**src/rtl/regfile_loader.sv**
```systemverilog
// Write-side sequencer for the 32x32 FP-adder register file: queues (addr, data)
// commands, writes each one, reads it back and flags the first mismatching address.
module regfile_loader #(
    parameter int DEPTH  = 4,
    parameter int RD_LAT = 1
) (
    input  logic        clk,
    input  logic        reset,
    input  logic        cmd_valid,
    output logic        cmd_ready,
    input  logic [4:0]  cmd_addr,
    input  logic [31:0] cmd_data,
    input  logic        err_clr,
    output logic        rf_we,
    output logic        rf_mode,
    output logic [4:0]  rf_addr,
    output logic [31:0] rf_wdata,
    input  logic [31:0] rf_rdata,
    output logic        busy,
    output logic        done,
    output logic        err,
    output logic [4:0]  err_addr,
    output logic [7:0]  wr_count,
    output logic [1:0]  dbg_state
);

    localparam int AW = $clog2(DEPTH);
    localparam logic [1:0] LAST_RD = 2'(RD_LAT);

    typedef enum logic [1:0] {
        S_IDLE  = 2'd0,
        S_WRITE = 2'd1,
        S_READ  = 2'd2
    } state_t;

    state_t      state_q, state_d;
    logic [AW:0] wr_ptr_q, wr_ptr_d;
    logic [AW:0] rd_ptr_q, rd_ptr_d;
    logic [4:0]  fifo_addr_q [DEPTH];
    logic [31:0] fifo_data_q [DEPTH];
    logic [1:0]  rd_cnt_q, rd_cnt_d;
    logic        rf_we_q, rf_we_d;
    logic        rf_mode_q, rf_mode_d;
    logic [4:0]  rf_addr_q, rf_addr_d;
    logic [31:0] rf_wdata_q, rf_wdata_d;
    logic        done_q, done_d;
    logic        err_q, err_d;
    logic [4:0]  err_addr_q, err_addr_d;
    logic [7:0]  wr_count_q, wr_count_d;

    logic empty, full, push, pop;

    assign empty     = (wr_ptr_q == rd_ptr_q);
    assign full      = (wr_ptr_q[AW] != rd_ptr_q[AW]) &&
                       (wr_ptr_q[AW-1:0] == rd_ptr_q[AW-1:0]);
    assign cmd_ready = !full && !reset;
    assign push      = cmd_valid && cmd_ready;
    assign pop       = (state_q == S_IDLE) && !empty;

    // FIFO storage carries no reset; only the pointers define its contents.
    always_ff @(posedge clk) begin
        if (push) begin
            fifo_addr_q[wr_ptr_q[AW-1:0]] <= cmd_addr;
            fifo_data_q[wr_ptr_q[AW-1:0]] <= cmd_data;
        end
    end

    // rf_addr_q / rf_wdata_q double as the working registers of the command in flight.
    always_comb begin
        state_d    = state_q;
        wr_ptr_d   = wr_ptr_q + {{AW{1'b0}}, push};
        rd_ptr_d   = rd_ptr_q + {{AW{1'b0}}, pop};
        rd_cnt_d   = rd_cnt_q;
        rf_we_d    = 1'b0;
        rf_mode_d  = 1'b1;
        rf_addr_d  = rf_addr_q;
        rf_wdata_d = rf_wdata_q;
        done_d     = 1'b0;
        err_d      = err_q;
        err_addr_d = err_addr_q;
        wr_count_d = wr_count_q;

        if (err_clr) begin
            err_d      = 1'b0;
            err_addr_d = 5'd0;
        end

        case (state_q)
            S_IDLE: begin
                if (!empty) begin
                    rf_addr_d  = fifo_addr_q[rd_ptr_q[AW-1:0]];
                    rf_wdata_d = fifo_data_q[rd_ptr_q[AW-1:0]];
                    rf_we_d    = 1'b1;
                    rf_mode_d  = 1'b0;
                    state_d    = S_WRITE;
                end
            end
            S_WRITE: begin
                rd_cnt_d = 2'd0;
                state_d  = S_READ;
            end
            S_READ: begin
                if (rd_cnt_q == LAST_RD) begin
                    state_d    = S_IDLE;
                    done_d     = 1'b1;
                    wr_count_d = wr_count_q + 8'd1;
                    // A mismatch beats a simultaneous clear and re-captures the address.
                    if (rf_rdata != rf_wdata_q) begin
                        err_d = 1'b1;
                        if (!err_q || err_clr) begin
                            err_addr_d = rf_addr_q;
                        end
                    end
                end else begin
                    rd_cnt_d = rd_cnt_q + 2'd1;
                end
            end
            default: state_d = S_IDLE;
        endcase
    end

    always_ff @(posedge clk or posedge reset) begin
        if (reset) begin
            state_q    <= S_IDLE;
            wr_ptr_q   <= '0;
            rd_ptr_q   <= '0;
            rd_cnt_q   <= 2'd0;
            rf_we_q    <= 1'b0;
            rf_mode_q  <= 1'b1;
            rf_addr_q  <= 5'd0;
            rf_wdata_q <= 32'd0;
            done_q     <= 1'b0;
            err_q      <= 1'b0;
            err_addr_q <= 5'd0;
            wr_count_q <= 8'd0;
        end else begin
            state_q    <= state_d;
            wr_ptr_q   <= wr_ptr_d;
            rd_ptr_q   <= rd_ptr_d;
            rd_cnt_q   <= rd_cnt_d;
            rf_we_q    <= rf_we_d;
            rf_mode_q  <= rf_mode_d;
            rf_addr_q  <= rf_addr_d;
            rf_wdata_q <= rf_wdata_d;
            done_q     <= done_d;
            err_q      <= err_d;
            err_addr_q <= err_addr_d;
            wr_count_q <= wr_count_d;
        end
    end

    assign rf_we     = rf_we_q;
    assign rf_mode   = rf_mode_q;
    assign rf_addr   = rf_addr_q;
    assign rf_wdata  = rf_wdata_q;
    assign done      = done_q;
    assign err       = err_q;
    assign err_addr  = err_addr_q;
    assign wr_count  = wr_count_q;
    assign busy      = (state_q != S_IDLE) || !empty;
    assign dbg_state = state_q;

endmodule

```
**config.mk**
```make
export PLATFORM = sky130hd
export DESIGN_NAME = regfile_loader
export DESIGN_NICKNAME = d
export VERILOG_FILES = /design/src/rtl/regfile_loader.sv
export SDC_FILE = /design/constraint.sdc
export NUM_CORES = 1
export LEC_CHECK = 0
export BUFFER_PORTS_ARGS = -buffer_cell sky130_fd_sc_hd__buf_2
export CELL_PAD_IN_SITES_DETAIL_PLACEMENT = 1
export CELL_PAD_IN_SITES_GLOBAL_PLACEMENT = 1
export CORE_MARGIN = 10
export CORE_UTILIZATION = 35
export DETAILED_ROUTE_END_ITERATION = 6
export HOLD_SLACK_MARGIN = 0.1
export PLACE_DENSITY = 0.61
export SYNTH_ARGS = -nofsm -noshare
export SYNTH_HDL_FRONTEND = slang
export SYNTH_SLANG_ARGS = --single-unit
```
**constraint.sdc**
```tcl
create_clock -name clk -period 4.4 [get_ports clk]
set_input_delay 0.22 -clock clk [delete_from_list [all_inputs] [get_ports clk]]
set_output_delay 0.22 -clock clk [all_outputs]
set_load 0.05 [all_outputs]
```
# Word level (Yosys, flattened, before mapping)
# Memory sizes are Yosys's and may differ from the RTL's. A register that Yosys moved wholly into a read port is not among the register bits.
# Cells that the tools add are included.
dict set report totals {
  reg_bits 27
  mem_bits_rw 148
  inputBits 73
  output_inout_bits 58
  wordCells 66
  n_memories 2
}
# memory words word_bits read_ports rd_ports_with_merged_regs wr line
set memory_table {}
lappend memory_table {fifo_data_q 4 32 1 1 1 40} ;# logic [31:0] fifo_data_q [DEPTH];
lappend memory_table {fifo_addr_q 4 5 1 1 1 39} ;# logic [4:0] fifo_addr_q [DEPTH];
dict set report classes {
  n_addsub 4
  n_eq_ne 10
  mux 22
  bitwise 1
  n_reduce_logical 17
}
# operator n
set op_table {}
lappend op_table {{$ne 32x32->1} 1}
lappend op_table {{$mux 5} 5}
lappend op_table {{$mux 1} 12}
lappend op_table {{$add 8x1->8 const B} 1}
lappend op_table {{$reduce_and 2->1} 4}
lappend op_table {{$add 3x1->3} 2}
lappend op_table {{$mux 2} 3}
lappend op_table {{$ne 2x2->1 const B} 3}
lappend op_table {{$pmux 2 s3} 1}
lappend op_table {{$eq 2x1->1 const B} 2}
lappend op_table {{$logic_and 1x1->1} 4}
lappend op_table {{$logic_not 1->1} 4}
lappend op_table {{$pmux 2 s2} 1}
lappend op_table {{$reduce_bool 2->1} 2}
lappend op_table {{$eq 3x3->1} 1}
lappend op_table {{$add 2x1->2 const B} 1}
lappend op_table {{$eq 2x2->1} 1}
lappend op_table {{$eq 2x2->1 const B} 1}
lappend op_table {{$logic_not 2->1} 1}
lappend op_table {{$logic_or 1x1->1} 2}
lappend op_table {{$ne 1x1->1} 1}
lappend op_table {{$not 1->1} 1}

# Logic depth before layout (Yosys ltp)
# Gate-level depths: netlist of the first run.
dict set report depth {
  depth_word 7
  ltp_mapped 8
  depth_no_buf 7
}

# Worst setup path after synthesis of the first run
# No wires, ideal clock.
dict set report synth_timing {
  path_type {reg-to-reg}
  from {register wr_ptr_q[0]}
  to {memory fifo_addr_q[0][0], enable pin}
  setup_ps 485
  arrival_time_ps 4589
  t_required_ps 3915
  path_slack_ps -674
  stages_incl_launch_ff 5
  path_buffers 0
  period_less_slack_ps 5074
  path_cell_list {dfrtp_1 xnor2_1 a31oi_1 and2_0 nor3b_1}
}
dict set report synth_via {
  elab_chain_cells 7
}
# element line
set synth_lines {}
lappend synth_lines {{from (decl)} 37} ;# logic [AW:0] wr_ptr_q, wr_ptr_d;
lappend synth_lines {{from (signal assigned)} 138} ;# wr_ptr_q <= wr_ptr_d;
lappend synth_lines {{$eq 2x2->1} 55} ;# (wr_ptr_q[AW-1:0] == rd_ptr_q[AW-1:0]);
lappend synth_lines {{$logic_and 1x1->1} 54} ;# assign full = (wr_ptr_q[AW] != rd_ptr_q[AW]) &&
lappend synth_lines {{$logic_not 1->1} 56} ;# assign cmd_ready = !full && !reset;
lappend synth_lines {{$logic_and 1x1->1} 56}
lappend synth_lines {{via cmd_ready} 10} ;# output logic cmd_ready,
lappend synth_lines {{$logic_and 1x1->1} 57} ;# assign push = cmd_valid && cmd_ready;
lappend synth_lines {{$mux 1} 62} ;# if (push) begin
lappend synth_lines {{$mux 1 (implied by the code)} 63} ;# fifo_addr_q[wr_ptr_q[AW-1:0]] <= cmd_addr;
lappend synth_lines {{to (decl)} 39}
# The timed path passes the listed nets, and every way through them passes these cells.

# Worst setup path in the final report of the first run
dict set report layout_timing {
  from {register wr_ptr_q[0]}
  to {register rf_wdata_q[28], in the netlist rf_wdata[28], read port of fifo_data_q}
}
dict set report layout_via {
  elab_chain_cells 3
}
# element line
set layout_lines {}
lappend layout_lines {{$eq 3x3->1} 53} ;# assign empty = (wr_ptr_q == rd_ptr_q);
lappend layout_lines {{$not 1->1 (no line)} -}
lappend layout_lines {{$reduce_and 2->1 (no line)} -}
lappend layout_lines {{to (decl)} 45} ;# logic [31:0] rf_wdata_q, rf_wdata_d;
# Every way passes these cells.
# A chain may end at the register's enable or synchronous reset.

==> results of run 1 <==
-- state kept, by name, indices dropped and copies added (netlist names), 3 cells and up --
name / flops
err_addr: 5
fifo_addr_q: 20
fifo_data_q: 128
rd_ptr_q: 3
rf_addr: 5
rf_wdata: 32
wr_count: 8
wr_ptr_q: 3
-- cells by family (layout without fill, tap and decap cells) --
kind of cell,Yosys count,in the layout,share of synthesized area (%)
flops,212,212,73.33
mux,81,81,16.10
xor+xnor,44,44,4.673
simple gates,40,40,2.883
buf+inv,18,224,1.198
compound gates,8,8,0.9106
fa+ha+maj,6,6,0.9103
-- synthesized netlist by cell type, types with 3 or more instances --
library cell,instances,area (µm²)
sky130_fd_sc_hd__clkbuf_1,3,11.26
sky130_fd_sc_hd__buf_2,7,35.03
sky130_fd_sc_hd__mux2_2,43,484.2
sky130_fd_sc_hd__dfrtp_1,63,1577
sky130_fd_sc_hd__inv_1,4,15.01
sky130_fd_sc_hd__nor2_1,4,15.01
sky130_fd_sc_hd__nand2_1,7,26.28
sky130_fd_sc_hd__edfxtp_1,148,4444
sky130_fd_sc_hd__nor4_1,8,50.05
sky130_fd_sc_hd__xor2_1,39,341.6
sky130_fd_sc_hd__xnor2_1,5,43.79
sky130_fd_sc_hd__ha_1,6,75.07
sky130_fd_sc_hd__mux4_2,37,833.3
sky130_fd_sc_hd__nor2b_1,6,37.54
-- routing by layer --
| layer | vias up | wire [µm] | GRT usage (%) |
|---|---|---|---|
| met3 | 28 | 936 | 3.071 |
| met1 | 2252 | 8887 | 16.87 |
| met5 | - | 0 | 0 |
| met4 | 0 | 421 | 3.521 |
| li1 | 1970 | - | - |
| met2 | 129 | 9699 | 21.96 |
-- worst max-delay path by stage --
stage / endpoint / slack (ps) / cells after the start
4_1_cts: fifo_data_q[1][0] / 1540 / 5
2_1_floorplan: fifo_addr_q[1][0] / 520 / 5
3_5_place_dp: fifo_data_q[1][14] / 1540 / 5
5_1_grt: rf_wdata[5] / 1480 / 6
3_3_place_gp: fifo_data_q[2][14] / 1590 / 5
6_report: rf_wdata[28] / 1680 / 6
-- per-stage QoR --
stage | total power [mW] | setup WS [ps] | cells
6_report | 7.727 | 1675 | 934
5_1_grt | 8.150 | 1478 | 934
4_1_cts | 7.859 | 1539 | 933
3_5_place_dp | 5.927 | 1542 | 850
3_3_place_gp | 5.844 | 1586 | 849
2_1_floorplan | 5.091 | 522.7 | 409
-- final cells by class --
class	instances	area share [%]
multi-input combinational	179	20.38
tap	319	3.810
inverter	4	0.1433
sequential	212	57.75
clock inverter	11	0.7285
clock buffer	33	6.449
timing repair buffer	176	10.75
-- where the power goes --
part / leakage (nW) / switching [mW] / internal (mW)
registers: 2.12 / 0.337 / 2.61
clock network: 0.369 / 0.756 / 1.13
logic: 1.51 / 1.81 / 1.09
-- tightest hold or removal path, stage by stage --
cell and delay (ps):
sky130_fd_sc_hd__buf_2 80, sky130_fd_sc_hd__and2_0 240, sky130_fd_sc_hd__ha_1 160
==> results.toml, run 1 <==
[timing]
tightestPinTransition_ps = 1209
fin_hold_ws_ps = 238.8
slew_viol_final = 0
setup-tns-final_ps = 0
setup_violations = 0
final_period_utilization_pct = 61.93
maxSlewHeadroom_pct = 19.11
layout_min_cycle_time_ps = 2725
maximum_achievable_frequency_ghz = 0.3670
rsz0062_at_grt = "false"
finalClockSkew_ps = 17.89
finalHoldViolations = 0

[finish]
layout.nets = 676
final_cell_mix = "sky130_fd_sc_hd__edfxtp_1 (148), sky130_fd_sc_hd__buf_2 (130), sky130_fd_sc_hd__dfrtp_1 (61)"
seqCellArea_um2 = 6050
multi_input_comb_area_um2 = 2135
synthToLayoutAreaGrowth_pct = 27.04
final_common_cell = "sky130_fd_sc_hd__edfxtp_1"
final_area_um2 = 10480
share_of_cells_above_drive_strength_1_pct = 42.60
fill_cells = 2277
antenna_cells = 0
utilization_pct = 44.90

[logic_synthesis]
synth_seq_cells = 212
syn-num-nets = 488
synthDistinctLibCells = 37
yosys_warnings = 0
synth_cells = 409
ys_seq_area_share_pct = 73.33
async_reset_ff_share_pct = 30.19
syn_area_um2 = 8247
synth-edff-count = 148
ys.flop_type = "sky130_fd_sc_hd__edfxtp_1"
syn-mean-instance-area_um2 = 20.16

[critical_path]
max_stage_delay_ps = 910
cp_cell_sequence = "xnor2_1, nand2_1, nor2_2, nor3_4, buf_4, mux2_2"
cpLargestDelayFamily = "simple AND/OR/NAND/NOR gates"
r2r_start = "wr_ptr_q[0]"
critPathLaunch = "wr_ptr_q[0]"
worst_setup_path_start_kind = "flop"
crit_type = "reg2reg"
regToRegSetupSlack_ps = 1680
critPathCaptureType = "flop"
critical_path_arrival_ps = 3110
ff2ff_path_depth = 6
required_ps = 4790
critPathSlowestCell = "sky130_fd_sc_hd__nor3_4"
critical_path.reg2reg.endpoint = "rf_wdata[28]"
critical_path_peak_fanout = 21
buf_inv_stages_crit_path = 1

[clock_tree]
cts_tree = "yes"
cts_root_buffer = "sky130_fd_sc_hd__clkbuf_16"
max-clock-path-buffers = 3
cts-buffers-inserted = 24
clock_tree.htree_level_count = 1
clk_latency_ps = 510
cts_hold_repair.buffers = 39
cts.sinks = 212
clkSlewWorstSetupHoldPaths_ps = 60
cts_resized = 0
postCtsSetupRepairBufs = 0

[global_routing]
global_route_wire_length_before_repair_mm = 30.57
antenna_found_initial = 0
grt_max_degree = 39
vias_in_the_first_global_route = 5094
grt.overflow.total = 0
grt_use_total_pct = 13.17

[placed_design]
gp_routability_congestion = 0.7518
postPlaceCellArea_um2 = 9314
number_of_buffers_added_on_ports = 130
detailed_place_hpwl_mm = 13.03

[route]
finalWirelength_mm = 19.95
route.detailed.wl_per_inst_um = 21.35
drtIter0Drc = 233
detailedRoute.firstPassIterationCount = 4
remaining_design_rule_violation_count = 0
vias_per_cell = 4.688
num_vias = 4379
route.antenna.remaining_nets = 0

[floorplanning]
die_width_um = 173.5
initial_utilization_pct = 35.34
coreArea_um2 = 23330
row_count = 56
num_io_pins = 131
die_area_um2 = 30100
floorplan.die.height_um = 173.5

[worst_hold_path]
hold_path.startpoint = "cmd_valid"
hold-path-endpoint = "wr_ptr_q[0]"
worstHoldPathCells = 3
hold_path.class = "in2reg"

[pwr]
power_density_nw_per_um2 = 737.6
ir_worst_vdd_v = 0.0004094
power.leakage_nw = 3.995

[outcome]
run_status = "finished, final reports clean"

[job]
max_capacitance_violation_count = 0
No activity file was read; power rests on OpenSTA's default activity.
==> run 2: changes to the inputs <==
- ABC_AREA: unset -> 1
- PLACE_DENSITY: 0.61 -> 0.62
- clock period: 4.4 -> 2.78 ns (I/O delays scaled with it)
==> run 2 against run 1 <==
Area after synthesis rose by 2.5%. Critical path depth up 1. Worst hold slack improved by 140 ps. Combinational power rose by 71%. Synthesized cell count is 77% higher. Cell area grew 1.7%. Global-route usage up 1.2 points. Maximum frequency is 37% higher. Die area up 2.2%. First-iteration DRC count grew 25%. Via count increased by 34%. Setup slack lost 890 ps. Largest cell class unchanged. Largest power group is now combinational logic. Highest routed layer unchanged.
==> results.toml, run 2 <==
[clock_tree]
cts-buffers-inserted = 23
cts.sinks = 212
clock_tree.htree_level_count = 1
postCtsSetupRepairBufs = 0
cts_resized = 0
cts_tree = "yes"
cts_root_buffer = "sky130_fd_sc_hd__clkbuf_16"
clk_latency_ps = 520
max-clock-path-buffers = 3
clkSlewWorstSetupHoldPaths_ps = 60

[logic_synthesis]
synth_cells = 723
syn_area_um2 = 8452
synth_most_common_cell = "sky130_fd_sc_hd__nor2_1"
post-synth-top-area-cell = "sky130_fd_sc_hd__edfxtp_1"
synthDistinctLibCells = 23
ys_seq_area_share_pct = 71.55
yosys-top-cells-count = "sky130_fd_sc_hd__nor2_1 (179), sky130_fd_sc_hd__edfxtp_1 (148), sky130_fd_sc_hd__o21ai_0 (84)"
synth-edff-count = 148
ys.flop_type = "sky130_fd_sc_hd__edfxtp_1"
syn-num-nets = 802
ys_top_cells_by_area = "sky130_fd_sc_hd__edfxtp_1 (53%), sky130_fd_sc_hd__dfrtp_1 (19%), sky130_fd_sc_hd__nor2_1 (7.9%), sky130_fd_sc_hd__o21ai_0 (5.0%), sky130_fd_sc_hd__nand2_1 (3.6%)"
async_reset_ff_share_pct = 30.19
yosys_warnings = 0
synth_seq_cells = 212
syn-mean-instance-area_um2 = 11.69
yosys.area.top_type_share_pct = 52.58

[floorplanning]
die_area_um2 = 30760
initial_utilization_pct = 35.79
coreArea_um2 = 23610
row_count = 56
num_io_pins = 131
die_width_um = 175.4
floorplan.die.height_um = 175.4

[timing]
rsz0062_at_grt = "false"
setup-tns-final_ps = 0
slew_viol_final = 0
maxSlewHeadroom_pct = 38.50
finalClockSkew_ps = 23.87
tightestPinTransition_ps = 922.4
maximum_achievable_frequency_ghz = 0.5016
layout_min_cycle_time_ps = 1994
setup_violations = 0
finalHoldViolations = 0
final_period_utilization_pct = 71.72

[global_routing]
grt_max_degree = 76
antenna_found_initial = 1
grt_use_total_pct = 14.42
grt.overflow.total = 0
global_route_wire_length_before_repair_mm = 35.45
vias_in_the_first_global_route = 6282

[finish]
synthToLayoutAreaGrowth_pct = 26.03
final_cell_mix = "sky130_fd_sc_hd__nor2_1 (179), sky130_fd_sc_hd__edfxtp_1 (148), sky130_fd_sc_hd__buf_2 (130)"
largest_register_ffs = 128
final_common_cell = "sky130_fd_sc_hd__nor2_1"
share_of_cells_above_drive_strength_1_pct = 20.17
utilization_pct = 45.11
layout.nets = 979

[pwr]
power.leakage_nw = 4.214
ir_worst_vdd_v = 0.0005867
power_density_nw_per_um2 = 1159

[route]
route.antenna.remaining_nets = 0
top_layer = "met4"
wl_met3_mm = 1.138
route.layer.met1.wl_mm = 10.29
num_vias = 5848
drtIter0Drc = 292
wl_met2_mm = 10.32
vias_per_cell = 4.728
finalWirelength_mm = 22.30
route.detailed.wl_per_inst_um = 18.03
detailedRoute.firstPassIterationCount = 4
remaining_design_rule_violation_count = 0

[critical_path]
critical_path_peak_fanout = 31
crit_type = "reg2reg"
worst_setup_path_start_kind = "flop"
critical_path_arrival_ps = 2180
critPathCaptureType = "flop"
required_ps = 2960

[placed_design]
number_of_buffers_added_on_ports = 130
detailed_place_hpwl_mm = 14.29
gp_routability_congestion = 0.7542

[outcome]
run_status = "finished, final reports clean"

[job]
max_capacitance_violation_count = 0

[worst_hold_path]
hold_path.class = "in2reg"
-- run 2: changes by cell type in the layout (fill, tap and decap cells not counted), moves of 10 or more --
cell                      previous run  this run
sky130_fd_sc_hd__nor2_1              2       179
sky130_fd_sc_hd__o21ai_0             2        83
sky130_fd_sc_hd__nand2_1             7        81
sky130_fd_sc_hd__mux2_2             43         0
sky130_fd_sc_hd__mux4_2             37         0
sky130_fd_sc_hd__xor2_1             39         4
sky130_fd_sc_hd__inv_1               3        33
sky130_fd_sc_hd__a31oi_1             1        28
sky130_fd_sc_hd__xnor2_1             5        30
sky130_fd_sc_hd__o22ai_1             0        10
-- run 2: report_power, final --
part / switching [mW] / total (mW) / internal [mW]
combinational: 3.59 / 4.95 / 1.36
sequential: 0.452 / 4.58 / 4.12
clock: 1.19 / 2.81 / 1.62
total: 5.23 / 12.3 / 7.11
-- run 2: critical path: stages, from the launching register on --
cell	delay [ps]
sky130_fd_sc_hd__dfrtp_1	470
sky130_fd_sc_hd__xnor2_1	190
sky130_fd_sc_hd__nand2_1	100
sky130_fd_sc_hd__o21ai_2	50
sky130_fd_sc_hd__inv_2	80
sky130_fd_sc_hd__nand2_4	90
sky130_fd_sc_hd__nor3_4	380
sky130_fd_sc_hd__buf_12	290
-- run 2: metrics by stage --
stage	power [mW]	cell area, µm²	hold WS [ps]	setup WS (ps)	std cells
global placement	9.527	9564	355.1	806.2	1154
global route	13.20	10650	392.4	597.0	1237
CTS	12.52	10650	366.5	760.0	1236
detailed placement	9.612	9564	361.9	783.7	1154
floorplan	8.171	8512	237.9	37.07	723
finish	12.34	10650	381.9	786.3	1237
-- run 2: worst paths after layout --
path / endpoint / slack, ps / start / depth (start not counted)
worst max-delay path: fifo_data_q[1][7] / 790 / wr_ptr_q[0] / 7
worst min-delay path: fifo_data_q[2][26] / 380 / cmd_data[26] / 2
worst max register to register: fifo_data_q[1][7] / 790 / wr_ptr_q[0] / 7
worst min register to register: wr_count[7] / 460 / wr_count[7] / 1
max in group asynchronous: rd_ptr_q[1] / 1590 / reset / 4
min in group asynchronous: rf_wdata[0] / 530 / reset / 4
-- run 2: layer usage --
layer  global-route usage, %  vias to the layer above
li1                        -                     2826
met1                   18.90                     2869
met2                   23.29                      117
met3                   3.281                       36
met4                   4.486                        0
met5                       0                        -
-- run 2: layout make-up --
cell class	instances	area [µm²]
flip-flops and latches	212	6050
inverters	39	150.1
well taps	319	399.1
diodes	1	2.502
clock inverters	3	18.77
fillers	2590	12960
repair buffers	183	1199
multi-input cells	441	2167
clock buffers	39	665.6
-- run 2: what timing repair did --
action                     CTS  global route
hold buffers                40             0
setup endpoints to repair    0             0
hold endpoints to repair   217             0
-- run 2: kinds of logic after synthesis --
group	count (synthesis)	share of synthesized area, %
AOI/OAI and AO/OA	123	7.846
and+or+nand+nor	278	12.72
xor gates and xnor gates	34	3.523
DFF	212	71.55
adders and majority gates	6	0.8882
buffers and inverters	70	3.479
==> run 3: changes to the inputs <==
- clock period: 2.78 -> 1.9 ns (I/O delays scaled with it)
==> run 3 against run 2 <==
Register-to-register slack worse by 690 ps. Clock skew fell by 13 ps. Sequential share of layout area down 1.4 points. Critical path type unchanged. Critical endpoint is now fifo_data_q[0][10].
==> results.toml, run 3 (synthesis gave the netlist of run 2 again) <==
[outcome]
run_status = "finished, final reports clean"

[placed_design]
detailed_place_hpwl_mm = 14.91
pre_cts_ws_ps = 91.90
gp_routability_congestion = 0.7327
number_of_buffers_added_on_ports = 130

[route]
route.antenna.remaining_nets = 0
remaining_design_rule_violation_count = 0
route.detailed.wl_per_inst_um = 18.36
finalWirelength_mm = 22.91
detailedRoute.firstPassIterationCount = 4
num_vias = 5937
vias_per_cell = 4.757
drtIter0Drc = 321

[critical_path]
max_stage_delay_ps = 400
critical_path_peak_fanout = 19
worst_setup_path_start_kind = "flop"
required_ps = 2120
critical_path_arrival_ps = 2020
cp_cell_sequence = "xnor2_1, o21ai_2, inv_4, nand2_8, nor3_4, buf_12"
critPathSlowestCell = "sky130_fd_sc_hd__dfrtp_1"
critPathCaptureType = "flop"
crit_type = "reg2reg"
cpLargestDelayFamily = "flip-flops"
buf_inv_stages_crit_path = 2

[finish]
layout.nets = 989
largest_register_ffs = 128
final_common_cell = "sky130_fd_sc_hd__nor2_1"
final_cell_mix = "sky130_fd_sc_hd__nor2_1 (178), sky130_fd_sc_hd__edfxtp_1 (148), sky130_fd_sc_hd__buf_2 (129)"
synthToLayoutAreaGrowth_pct = 29.12
share_of_cells_above_drive_strength_1_pct = 22.20

[floorplanning]
floorplan.die.height_um = 175.4
row_count = 56
die_width_um = 175.4
coreArea_um2 = 23610
num_io_pins = 131
initial_utilization_pct = 35.79
die_area_um2 = 30760

[clock_tree]
cts_tree = "yes"
clock_tree.htree_level_count = 1
cts.sinks = 212
clk_latency_ps = 530
cts_root_buffer = "sky130_fd_sc_hd__clkbuf_16"
max-clock-path-buffers = 3
postCtsSetupRepairBufs = 0
clkSlewWorstSetupHoldPaths_ps = 60
cts-buffers-inserted = 25

[timing]
finalHoldViolations = 0
rsz0062_at_grt = "true"
final_period_utilization_pct = 94.68
fin_hold_ws_ps = 248.4
maximum_achievable_frequency_ghz = 0.5559
maxSlewHeadroom_pct = 37.23
finalClockSkew_ps = 10.68
layout_min_cycle_time_ps = 1799
setup_violations = 0
setup-tns-final_ps = 0
slew_viol_final = 0
tightestPinTransition_ps = 941.6
setup_slack_ps = 101.1

[global_routing]
grt_max_degree = 77
global_route_wire_length_before_repair_mm = 36.27
grt_use_total_pct = 14.66
antenna_found_initial = 1
vias_in_the_first_global_route = 6393
grt.overflow.total = 0

[pwr]
power_density_nw_per_um2 = 1723
ir_worst_vdd_v = 0.0008521
power.leakage_nw = 4.333

[job]
max_capacitance_violation_count = 0

[worst_hold_path]
hold_path.class = "in2reg"
## run 3: changes by cell type in the layout (fill, tap and decap cells not counted), moves of 2 or more
| cell | change |
|---|---|
| sky130_fd_sc_hd__buf_12 | +5 |
| sky130_fd_sc_hd__ha_1 | -2 |
| sky130_fd_sc_hd__clkbuf_1 | -4 |
| sky130_fd_sc_hd__clkbuf_8 | +3 |
| sky130_fd_sc_hd__buf_4 | +4 |
| sky130_fd_sc_hd__clkbuf_16 | +2 |
| sky130_fd_sc_hd__clkinv_2 | +2 |
| sky130_fd_sc_hd__xnor2_1 | -2 |
| sky130_fd_sc_hd__ha_2 | +2 |
| sky130_fd_sc_hd__xnor2_2 | +2 |
## run 3: power by group
| group | leakage [nW] | internal, mW | switching, mW |
|---|---|---|---|
| Sequential | 2.11 | 6.04 | 0.636 |
| Clock | 0.387 | 2.67 | 1.84 |
| Combinational | 1.84 | 2.19 | 5.42 |
| Total | 4.33 | 10.9 | 7.90 |
## run 3: per-stage QoR
| stage | instances | util, % | instance area (µm²) | power, mW |
|---|---|---|---|---|
| 6_report | 1248 | 46.22 | 10910 | 18.80 |
| 5_1_grt | 1248 | 46.22 | 10910 | 20.08 |
| 4_1_cts | 1247 | 46.13 | 10890 | 19.07 |
| 3_5_place_dp | 1162 | 41.09 | 9703 | 14.38 |
| 3_3_place_gp | 1162 | 41.09 | 9703 | 14.20 |
| 2_1_floorplan | 723 | - | 8528 | 11.98 |
## run 3: routing by layer
layer,routed length [µm],up-vias,global-route usage [%]
met4,301,0,2.685
met2,10890,131,24.41
li1,-,2847,-
met1,10390,2932,19.03
met5,0,-,0
met3,1338,27,3.796
## run 3: layout make-up
cell class	instances	area, µm²
fill	2553	12700
sequential	212	6050
multi-input combinational	441	2203
antenna	1	2.502
clock buffer	40	742.0
tap	319	399.1
inverter	39	152.6
timing repair buffer	191	1324
clock inverter	5	40.04
## run 3: path summary, 6_finish.rpt
kind                                       to  cells after the start  slack [ps]         from
setup / recovery           fifo_data_q[0][10]                      6         100  rd_ptr_q[2]
hold / removal                            err                      9         250  rf_rdata[4]
setup reg to reg           fifo_data_q[0][10]                      6         100  rd_ptr_q[2]
hold reg to reg                   wr_count[7]                      1         470  wr_count[7]
max in group asynchronous         rd_ptr_q[1]                      4         750        reset
min in group asynchronous         rf_wdata[5]                      4         510        reset
## run 3: tightest hold or removal path: stages
cell,delay (ps)
sky130_fd_sc_hd__buf_2,90
sky130_fd_sc_hd__xnor2_1,60
sky130_fd_sc_hd__nand2_1,50
sky130_fd_sc_hd__nor2_1,40
sky130_fd_sc_hd__nand2_1,40
sky130_fd_sc_hd__nor2_1,40
sky130_fd_sc_hd__nand2_1,190
sky130_fd_sc_hd__nand2_1,80
sky130_fd_sc_hd__nand2_1,50
## run 3: timing repair
| action | in CTS | in global routing |
|---|---|---|
| resized for setup | 1 | 5 |
| pin swaps | 0 | 0 |
| hold buffers | 40 | 0 |
| endpoints found under the hold margin | 218 | 0 |
| endpoints found under the setup margin | 1 | 7 |
